### src/rtl/mux_scan_pkg.sv
// mux_scan_pkg: shared types and constants for the mux scan sequencer
package mux_scan_pkg;
  typedef enum logic [1:0] {IDLE, SETTLE, PRESENT} scan_state_t;
  localparam int NUM_CH = 4;
  localparam int SEL_W  = 2;
endpackage

### src/rtl/dwell_counter.sv
// dwell_counter: latches the dwell period (0 treated as 1) and flags the last cycle of each dwell
module dwell_counter #(
  parameter int DWELL_W = 4
) (
  input  logic               clk,
  input  logic               rst_n,
  input  logic               load,
  input  logic               en,
  input  logic [DWELL_W-1:0] dwell_in,
  output logic               tc
);
  logic [DWELL_W-1:0] dwell_q, dwell_d, cnt_q, cnt_d;
  assign tc = cnt_q == dwell_q - DWELL_W'(1);
  // load restarts the count; otherwise count up and fold back to 0 at terminal count
  always_comb begin
    dwell_d = load ? ((dwell_in == '0) ? DWELL_W'(1) : dwell_in) : dwell_q;
    cnt_d   = load ? '0 : en ? (tc ? '0 : cnt_q + DWELL_W'(1)) : cnt_q;
  end
  // dwell and count registers
  always_ff @(posedge clk or negedge rst_n) begin
    if (!rst_n) begin
      dwell_q <= DWELL_W'(1);
      cnt_q   <= '0;
    end else begin
      dwell_q <= dwell_d;
      cnt_q   <= cnt_d;
    end
  end
endmodule

### src/rtl/mux_scan_sequencer.sv
// mux_scan_sequencer: steps a 4:1 mux through its channels and presents the sampled word; MUX_SCAN_CONT_EN enables continuous rescans
module mux_scan_sequencer
  import mux_scan_pkg::*;
#(
  parameter int DWELL_W = 4
) (
  input  logic               clk,
  input  logic               rst_n,
  input  logic               start,
  input  logic [DWELL_W-1:0] dwell,
  input  logic               mux_out,
  output logic               s1,
  output logic               s2,
  output logic [3:0]         word_out,
  output logic               word_valid,
  input  logic               word_ready,
  output logic               busy
);
  scan_state_t state_q, state_d;
  logic [SEL_W-1:0]  ch_q, ch_d;
  logic [NUM_CH-1:0] acc_q, acc_d, word_q, word_d;
  logic tc, hs, cont, load, last, sample;
  assign hs     = (state_q == PRESENT) && word_ready;
`ifdef MUX_SCAN_CONT_EN
  assign cont   = hs && start;
`else
  assign cont   = 1'b0;
`endif
  assign load   = ((state_q == IDLE) && start) || cont;
  assign last   = ch_q == SEL_W'(NUM_CH - 1);
  assign sample = (state_q == SETTLE) && tc;
  dwell_counter #(.DWELL_W(DWELL_W)) u_dwell (
    .clk      (clk),
    .rst_n    (rst_n),
    .load     (load),
    .en       (state_q == SETTLE),
    .dwell_in (dwell),
    .tc       (tc)
  );
  // FSM state register
  always_ff @(posedge clk or negedge rst_n) begin
    if (!rst_n) state_q <= IDLE;
    else        state_q <= state_d;
  end
  // next state: scan on start, present after the last channel, leave on handshake
  always_comb begin
    state_d = state_q;
    case (state_q)
      IDLE:    state_d = start ? SETTLE : IDLE;
      SETTLE:  state_d = (tc && last) ? PRESENT : SETTLE;
      PRESENT: state_d = cont ? SETTLE : hs ? IDLE : PRESENT;
      default: state_d = IDLE;
    endcase
  end
  // outputs: selects only driven while settling
  always_comb begin
    {s2, s1}   = (state_q == SETTLE) ? ch_q : '0;
    word_valid = state_q == PRESENT;
    busy       = state_q != IDLE;
    word_out   = word_q;
  end
  // channel advance, per-channel sample capture, and word update on the final sample
  always_comb begin
    ch_d  = load ? '0 : (sample && !last) ? ch_q + SEL_W'(1) : ch_q;
    acc_d = load ? '0 : acc_q;
    if (sample) acc_d[ch_q] = mux_out;
    word_d = (sample && last) ? acc_d : word_q;
  end
  // datapath registers
  always_ff @(posedge clk or negedge rst_n) begin
    if (!rst_n) begin
      ch_q   <= '0;
      acc_q  <= '0;
      word_q <= '0;
    end else begin
      ch_q   <= ch_d;
      acc_q  <= acc_d;
      word_q <= word_d;
    end
  end
endmodule
### config.mk
export PLATFORM = sky130hd
export DESIGN_NAME = mux_scan_sequencer
export DESIGN_NICKNAME = d
export VERILOG_FILES = /design/src/rtl/mux_scan_pkg.sv /design/src/rtl/dwell_counter.sv /design/src/rtl/mux_scan_sequencer.sv
export SDC_FILE = /design/constraint.sdc
export NUM_CORES = 1
export LEC_CHECK = 0
export ABC_AREA = 1
export CELL_PAD_IN_SITES_DETAIL_PLACEMENT = 0
export CELL_PAD_IN_SITES_GLOBAL_PLACEMENT = 1
export CORE_MARGIN = 1.5
export CORE_UTILIZATION = 49
export DETAILED_ROUTE_END_ITERATION = 10
export DONT_BUFFER_PORTS = 1
export PLACE_DENSITY_LB_ADDON = 0.25
export SLEW_MARGIN = 10
export SYNTH_ARGS = -nofsm -noshare
export SYNTH_HDL_FRONTEND = slang
export SYNTH_SLANG_ARGS = --single-unit
### constraint.sdc
create_clock -name clk -period 4.1 [get_ports clk]
set_input_delay 0.41 -clock clk [delete_from_list [all_inputs] [get_ports clk]]
set_output_delay 0.41 -clock clk [all_outputs]
set_load 0.05 [all_outputs]
==> Word-level counts from Yosys, hierarchy flattened <==
Index checks and enable logic that the tools add are counted.
{ "classes": {"reduce_logical": 13, "eq_ne": 4, "mux": 16, "magnitude_cmp": 2, "n_addsub": 3} }
{ "op_table": {"columns": ["cell", "n"], "rows": [
  ["4-bit two-way mux", 6],
  ["2-bit two-way mux", 5],
  ["1-bit logical AND", 7],
  ["2-bit case mux with 3 select lines", 1],
  ["2-bit nonzero test", 3],
  ["4-bit by 1-bit adder with 4-bit output (second input constant)", 1],
  ["4-bit bitwise mux", 1],
  ["2-bit equality test (second input constant)", 2],
  ["4-bit equality test", 1],
  ["4-bit zero test", 1],
  ["4-bit by 1-bit subtractor with 4-bit output (second input constant)", 1],
  ["2-bit by 3-bit < comparator with 1-bit output (second input constant)", 1],
  ["2-bit by 1-bit adder with 2-bit output (second input constant)", 1],
  ["1-bit demux with 2-bit select", 1],
  ["2-bit by 1-bit equality test with 1-bit output (second input constant)", 1],
  ["2-bit by 1-bit greater-or-equal comparator with 1-bit output (second input constant)", 1],
  ["2-bit zero test", 1],
  ["1-bit two-way mux", 2],
  ["1-bit zero test", 1]
]} }
{ "word_totals": {"input_bits": 9, "reg_bits": 20, "output_inout_bits": 8} }

==> Longest topological paths before layout <==
Gate-level depths: netlist (run 1).
{ "logic_depth": {"depth_word": 6, "depth_mapped": 13, "depth_no_buf": 13} }

==> Cells and area by module <==
From an unflattened synthesis (run 1), not the netlist that was laid out.
{ "unflattened": {"cells_unflattened": 142, "hier_area_um2": 1128.6} }
{ "modules_own_cells": {"columns": ["mod", "cells_per_inst", "area_per_inst_um2", "n_inst"], "rows": [
  ["mux_scan_sequencer", 74, 620.6, 1],
  ["dwell_counter", 68, 508.0, 1]
]} }

==> Worst setup path after synthesis (run 1) <==
Ideal clock, no wire load.
{ "synth_path": {"kind": "flip-flop to output port", "from": "reg state_q[1]", "to": "out s1", "stages_incl_launch_ff": 4, "t_arrival_ns": 1.343, "required_time_ns": 3.690, "slack_ns": 2.347, "cell_sequence": "dfrtp_1 > nor2_8 > inv_1 > nor2_1"} }
{ "synth_between": {"elab_chain_len": 2} }
{ "synth_rtl": {"columns": ["item", "line_no", "text"], "rows": [
  ["start, declared", "mux_scan_sequencer.sv:19", "scan_state_t state_q, state_d;"],
  ["start signal, assigned", "mux_scan_sequencer.sv:43", "else state_q <= state_d;"],
  ["2-bit by 1-bit equality test with 1-bit output", "mux_scan_sequencer.sv:57", "{s2, s1} = (state_q == SETTLE) ? ch_q : '0;"],
  ["2-bit two-way mux", "mux_scan_sequencer.sv:57", null],
  ["end, declared", "mux_scan_sequencer.sv:12", "output logic s1,"]
]} }
No other way between the ends.

==> Worst setup path after layout (run 1) <==
{ "layout_path": {"from": "reg state_q[0]", "to": "out s2"} }
{ "layout_between": {"elab_chain_len": 2} }
{ "layout_rtl": {"columns": ["item", "line_no", "text"], "rows": [
  ["2-bit by 1-bit equality test with 1-bit output", "mux_scan_sequencer.sv:57", null],
  ["2-bit two-way mux", "mux_scan_sequencer.sv:57", null],
  ["end, declared", "mux_scan_sequencer.sv:13", "output logic s2,"]
]} }
No other way between the ends.

==> flow_metrics.py, run 1 <==
metrics = {
    "global_routing": {
        "grt_usage": 0.182,
        "grt_max_degree": 20,
        "grtUsageMet1": 0.266,
        "grt.met3_usage": 0.0282,
        "grt-ovfl-total": 0,
        "grt_pass1_vias": 819,
        "grt_pass1_wl_um": 3640,
        "grtUsageMet2": 0.265,
        "antenna_found_initial": 0,
        "grt-busiest-layer": "met1",
    },
    "detailed_routing": {
        "ant_nets": 0,
        "drt-total-wl_um": 2140,
        "drc": 0,
        "viasPerCell": 5.03,
        "drt_pre_antenna_iters": 4,
        "wl_per_cell_um": 11.8,
        "vias": 911,
        "drt-initial-drc-count": 21,
    },
    "yosys": {
        "postSynthCellCount": 149,
        "ys_top_cells_by_count": "nand2_1, inv_1, dfrtp_1",
        "synth_top_cell_by_area": "dfrtp_1",
        "ys_seq_area_frac": 0.391,
        "synth_edf_count": 0,
        "synth_top_area_frac": 0.370,
        "syn_area_um2": 1220,
        "synth_area_leaders": "dfrtp_1, nand2_1, inv_1, ha_1, nor2_8",
        "ys_seq_elements": 19,
        "yosysUniqueCellTypes": 26,
        "synth.most_common_cell": "nand2_1",
        "synthArstFlopShare": 1.00,
        "synth_nets": 164,
        "synth_top_flop_cell": "dfrtp_1",
        "ys_warn_count": 0,
        "avgSynthCellArea_um2": 8.18,
    },
    "critical_path": {
        "critPathArrivalTime_ns": 1.74,
        "cp_cell_sequence": "inv_1, nor2_8, inv_1, nor2_1",
        "worstSetupEndpointType": "primary output",
        "rrSetupSlack_ns": 2.27,
        "startpoint_type": "flop",
        "cp_max_fo": 10,
        "slowest_stage": "nor2_1",
        "max_stage_delay_ns": 0.67,
        "path_class": "reg2out",
        "required_ns": 3.69,
        "cpMostUsedCell": "inv_1",
    },
    "timing": {
        "fin_skew_ns": 0.000834,
        "rsz0062_at_grt": "no",
        "max_slew_margin": 0.411,
        "whs_ns": 0.197,
        "tns_ns": 0,
        "setup_viol": 0,
        "worst_pin_slew_ns": 0.880,
        "period_share": 0.525,
        "slew_violations": 0,
        "period_minus_slack_ns": 2.15,
        "final_hold_viol_count": 0,
        "max_clock_freq_mhz": 465,
    },
    "cells_and_area": {
        "drive_gt1_frac": 0.203,
        "diodes": 0,
        "fin_area_um2": 1280,
        "final_nets": 169,
        "fin_util": 0.565,
        "area_growth_pct": 5.44,
        "num-fill-cells": 209,
    },
    "placed_design": {
        "gp_congestion": 0.802,
        "portBuffers": 0,
        "placed_cell_area_um2": 1250,
        "post-dp-hpwl_um": 1650,
    },
    "power": {
        "ir_worst_vdd_v": 0.000329,
        "leakage_nw": 0.697,
        "power_density_nw_per_um2": 756,
    },
    "clock_network": {
        "cts_buffers": 3,
        "cts.htree.levels": 1,
        "post_cts_buffers": 0,
        "clk_path_buf_depth": 2,
        "cts.repair.resized": 0,
        "cts_tree": "done",
        "ctsHoldBuffers": 1,
        "cts_root_buf": "clkbuf_4",
        "clkTransAtPathRegs_ns": 0.10,
        "clk_latency_ns": 0.29,
        "clock-sinks": 19,
    },
    "die": {
        "dieArea_um2": 2800,
        "die-width_um": 52.9,
        "initial_utilization": 0.535,
        "core_area_um2": 2280,
        "die_h_um": 52.9,
        "rows": 17,
        "io_pins": 17,
    },
    "min_path": {
        "hp-class": "in2reg",
    },
    "job": {
        "maxCapViolations": 0,
    },
    "run_status": {
        "status": "finished clean",
    },
}
## state kept, by name, indices dropped and copies added, names as in the netlist
name and count:
u_dwell.cnt_q 4, u_dwell.dwell_q 4, word_out 4, acc_q 3, ch_q 2, state_q 2
## per-stage QoR
step | cells | total power [mW] | setup WS [ns]
2_1_floorplan | 149 | 0.799 | 2.35
3_3_place_gp | 176 | 0.865 | 2.28
3_5_place_dp | 176 | 0.880 | 2.26
4_1_cts | 181 | 0.982 | 1.92
5_1_grt | 181 | 1.07 | 1.86
6_report | 181 | 0.971 | 1.95
## routing by layer
metal,up-vias,routed length (µm)
li1,472,-
met1,413,1090
met2,22,933
met3,4,88
met4,0,26
met5,-,0
## logic make-up (layout without fill, tap and decap cells)
logic type	after synthesis	count (layout)	synth area share
compound gates	12	12	0.0534
xor+xnor	1	1	0.00719
fa+ha+maj	6	6	0.0616
buf+inv	27	31	0.0842
flops	19	19	0.391
simple gates	84	84	0.402
## placed cells by master, fill, tap and decap left out
cell,netlist,routed
o31ai_1,1,1
nand3b_1,3,3
xnor2_1,1,1
nand2_1,40,40
nor3_1,1,1
nor2_1,7,7
o22ai_1,1,1
a31oi_1,1,1
o21ai_1,1,1
nand4_1,4,4
clkbuf_4,0,3
nor2_8,3,3
a21oi_1,3,3
nor2_2,3,3
dfrtp_1,18,18
ha_1,6,6
inv_1,21,21
inv_2,5,5
dlygate4sd3_1,0,1
clkbuf_1,0,1
nand3_2,1,1
nand2_4,4,4
nand3_1,6,6
nand2_2,9,9
or2_1,1,1
nand3_4,2,2
dfstp_2,1,1
o21ai_0,5,5
## layout make-up
type	count	area, µm²	area share
multi-input combinational	103	639	0.498
inverter	26	97.6	0.0759
timing repair buffer	1	10.0	0.00779
sequential	19	477	0.371
tap	28	35.0	0.0273
clock buffer	4	26.3	0.0204
## power breakdown
part           total (mW)  internal, mW  switching (mW)
Combinational       0.537         0.184           0.353
Sequential          0.341         0.259          0.0826
Clock              0.0926        0.0378          0.0548
## critical path, delay by kind of cell, from the launching register on
kind / cells / cell delay [ns]
AND/OR/NAND/NOR: 2 / 0.85
buffers and inverters: 2 / 0.19
flip-flops: 1 / 0.40
## final timing paths
kind	startpoint	to	cells after the start
worst min-delay path	word_ready	state_q[1]	1
worst min register to register	u_dwell.dwell_q[1]	u_dwell.dwell_q[1]	2
worst max-delay path	state_q[0]	s2	4
min in group asynchronous	rst_n	state_q[0]	1
worst max register to register	u_dwell.dwell_q[0]	word_out[1]	10
max in group asynchronous	rst_n	ch_q[0]	1
Power figures use the tool's default switching activity.
==> inputs of run 2 (changes only) <==
- ABC_AREA: 1 -> 0
- CORE_UTILIZATION: 49 -> 47
- clock period: 4.1 -> 2.2 ns (I/O delays scaled with it)
==> run 2 against run 1 <==
  * Clock power up 90%
  * Non-clock buffer count up 5
  * First-iteration DRC count down 29%
  * Die area down 4.9%
  * Sequential share of layout area up 2.4 points
  * Hold slack worse by 0.17 ns
  * Sequential cell count unchanged
  * Register-to-register slack worse by 2.1 ns
  * Sequential power up 120%
  * Worst setup slack worse by 1.8 ns
  * Global-route usage up 0.78 points
  * Combinational power up 85%
  * Critical path type is now reg2reg
  * Largest cell class unchanged
  * Largest power group unchanged
==> flow_metrics.py, run 2 <==
metrics = {
    "run_status": {
        "status": "finished clean",
    },
    "yosys": {
        "synth_top_flop_cell": "dfrtp_1",
        "ys_warn_count": 0,
        "synth_top_cell_by_area": "dfrtp_1",
        "avgSynthCellArea_um2": 10.6,
        "syn_area_um2": 1110,
        "synth_top_area_frac": 0.406,
        "synthArstFlopShare": 1.00,
        "postSynthCellCount": 105,
        "ys_top_cells_by_count": "dfrtp_1, nand2_1, inv_1",
        "synth_area_leaders": "dfrtp_1, ha_1, mux2_1, mux2_2, nand2_1",
        "synth_nets": 120,
        "ys_seq_area_frac": 0.430,
        "yosysUniqueCellTypes": 40,
        "synth_edf_count": 0,
        "ys_seq_elements": 19,
        "synth.most_common_cell": "dfrtp_1",
    },
    "clock_network": {
        "clk_latency_ns": 0.30,
        "cts_buffers": 3,
        "cts_root_buf": "clkbuf_4",
        "cts.htree.levels": 1,
        "clkTransAtPathRegs_ns": 0.10,
        "cts_tree": "done",
        "clock-sinks": 19,
        "clk_path_buf_depth": 2,
        "cts.repair.resized": 0,
    },
    "job": {
        "maxCapViolations": 0,
    },
    "die": {
        "die-width_um": 51.6,
        "io_pins": 17,
        "dieArea_um2": 2660,
        "rows": 17,
        "core_area_um2": 2210,
        "die_h_um": 51.6,
        "initial_utilization": 0.501,
    },
    "cells_and_area": {
        "drive_gt1_frac": 0.170,
        "num-fill-cells": 212,
        "diodes": 0,
        "final_nets": 128,
        "mostFrequentLayoutCells": "dfrtp_1, nand2_1, inv_1",
        "final_common_cell": "dfrtp_1",
        "area_growth_pct": 8.80,
    },
    "detailed_routing": {
        "drt_pre_antenna_iters": 4,
        "drc": 0,
        "drt-total-wl_um": 2070,
        "viasPerCell": 5.47,
        "ant_nets": 0,
        "drt-initial-drc-count": 15,
        "wl_per_cell_um": 14.8,
        "vias": 766,
    },
    "critical_path": {
        "r2r_cells": 6,
        "path_class": "reg2reg",
        "timing.rr.end": "word_out[3]",
        "startpoint_type": "flop",
        "r2r-start": "u_dwell.dwell_q[0]",
        "cp_max_fo": 6,
        "worstSetupEndpointType": "flop",
        "rrSetupSlack_ns": 0.13,
        "required_ns": 2.39,
        "critPathArrivalTime_ns": 2.26,
    },
    "power": {
        "power_density_nw_per_um2": 1580,
        "leakage_nw": 0.560,
        "total_power_mw": 1.91,
        "ir_worst_vdd_v": 0.000952,
    },
    "placed_design": {
        "portBuffers": 0,
        "gp_congestion": 0.734,
        "post-dp-hpwl_um": 1540,
    },
    "timing": {
        "tns_ns": 0,
        "worst_pin_slew_ns": 0.833,
        "period_minus_slack_ns": 2.07,
        "fin_skew_ns": 0.00236,
        "max_slew_margin": 0.443,
        "slew_violations": 0,
        "rsz0062_at_grt": "no",
        "max_clock_freq_mhz": 482,
        "setup_viol": 0,
        "final_hold_viol_count": 0,
        "period_share": 0.943,
    },
    "global_routing": {
        "antenna_found_initial": 0,
        "grt_pass1_vias": 741,
        "grt-ovfl-total": 0,
        "grt_max_degree": 20,
        "grt_usage": 0.190,
        "grt_pass1_wl_um": 3600,
    },
    "min_path": {
        "min_to": "u_dwell.dwell_q[3]",
        "whs_path_depth": 2,
        "hp-class": "in2reg",
        "worstHoldStart": "dwell[3]",
    },
}
[run 2: worst max-delay path by stage]
stage	cells after the start	to	startpoint	slack [ns]
after detailed placement	6	word_out[3]	u_dwell.dwell_q[0]	0.14
after global routing	6	word_out[3]	u_dwell.dwell_q[0]	0.04
final	6	word_out[3]	u_dwell.dwell_q[0]	0.13
after floorplan	7	word_out[3]	u_dwell.dwell_q[0]	0.29
after CTS	6	word_out[3]	u_dwell.dwell_q[0]	0.13
after global placement	6	word_out[3]	u_dwell.dwell_q[0]	0.21
[run 2: critical path, stage by stage (launching register included)]
cell     delay [ns]
dfstp_2        0.57
inv_1          0.06
ha_1           0.30
xor2_1         0.18
and3_1         0.35
nand4_4        0.18
mux2_1         0.34
[run 2: stage by stage]
| step | hold slack, ns | cells | setup slack (ns) | util | instance area, µm² |
|---|---|---|---|---|---|
| 2_1_floorplan | -0.0756 | 105 | 0.291 | - | 1110 |
| 3_3_place_gp | -0.0751 | 134 | 0.212 | 0.524 | 1160 |
| 3_5_place_dp | -0.0751 | 134 | 0.143 | 0.524 | 1160 |
| 4_1_cts | 0.0157 | 140 | 0.130 | 0.545 | 1210 |
| 5_1_grt | 0.0171 | 140 | 0.0405 | 0.545 | 1210 |
| 6_report | 0.0235 | 140 | 0.126 | 0.545 | 1210 |
[run 2: report_power, final]
part	internal (mW)	leakage, nW	switching [mW]	total (mW)
logic	0.410	0.309	0.582	0.992
registers	0.502	0.236	0.240	0.741
clock network	0.0707	0.0150	0.106	0.176
[run 2: area by class of cell]
cell class	instances	area [µm²]	area share
clock buffer	4	26.3	0.0218
inverter	8	30.0	0.0249
multi-input combinational	75	588	0.488
sequential	19	477	0.395
tap	28	35.0	0.0290
timing repair buffer	6	50.0	0.0415
[run 2: layer usage]
layer  up-vias  GRT usage  part of all wire
met1       365      0.272              0.49
li1        378          -                 -
met5         -          0                 0
met3         4     0.0345             0.035
met4         0     0.0921             0.018
met2        19      0.278              0.46
[run 2: cells by family after synthesis]
| kind of cell | count (synthesis) | share of synthesized area |
|---|---|---|
| AOI/OAI and AO/OA | 13 | 0.0745 |
| xor gates and xnor gates | 7 | 0.0813 |
| adders and majority gates | 6 | 0.0677 |
| buffers and inverters | 11 | 0.0395 |
| DFF | 19 | 0.430 |
| muxes | 10 | 0.0993 |
| and+or+nand+nor | 39 | 0.208 |
[run 2: repair_timing]
action                                 in CTS  in global routing
endpoints found under the hold margin      20                  0
setup buffers                               0                  0
hold buffers                                2                  0
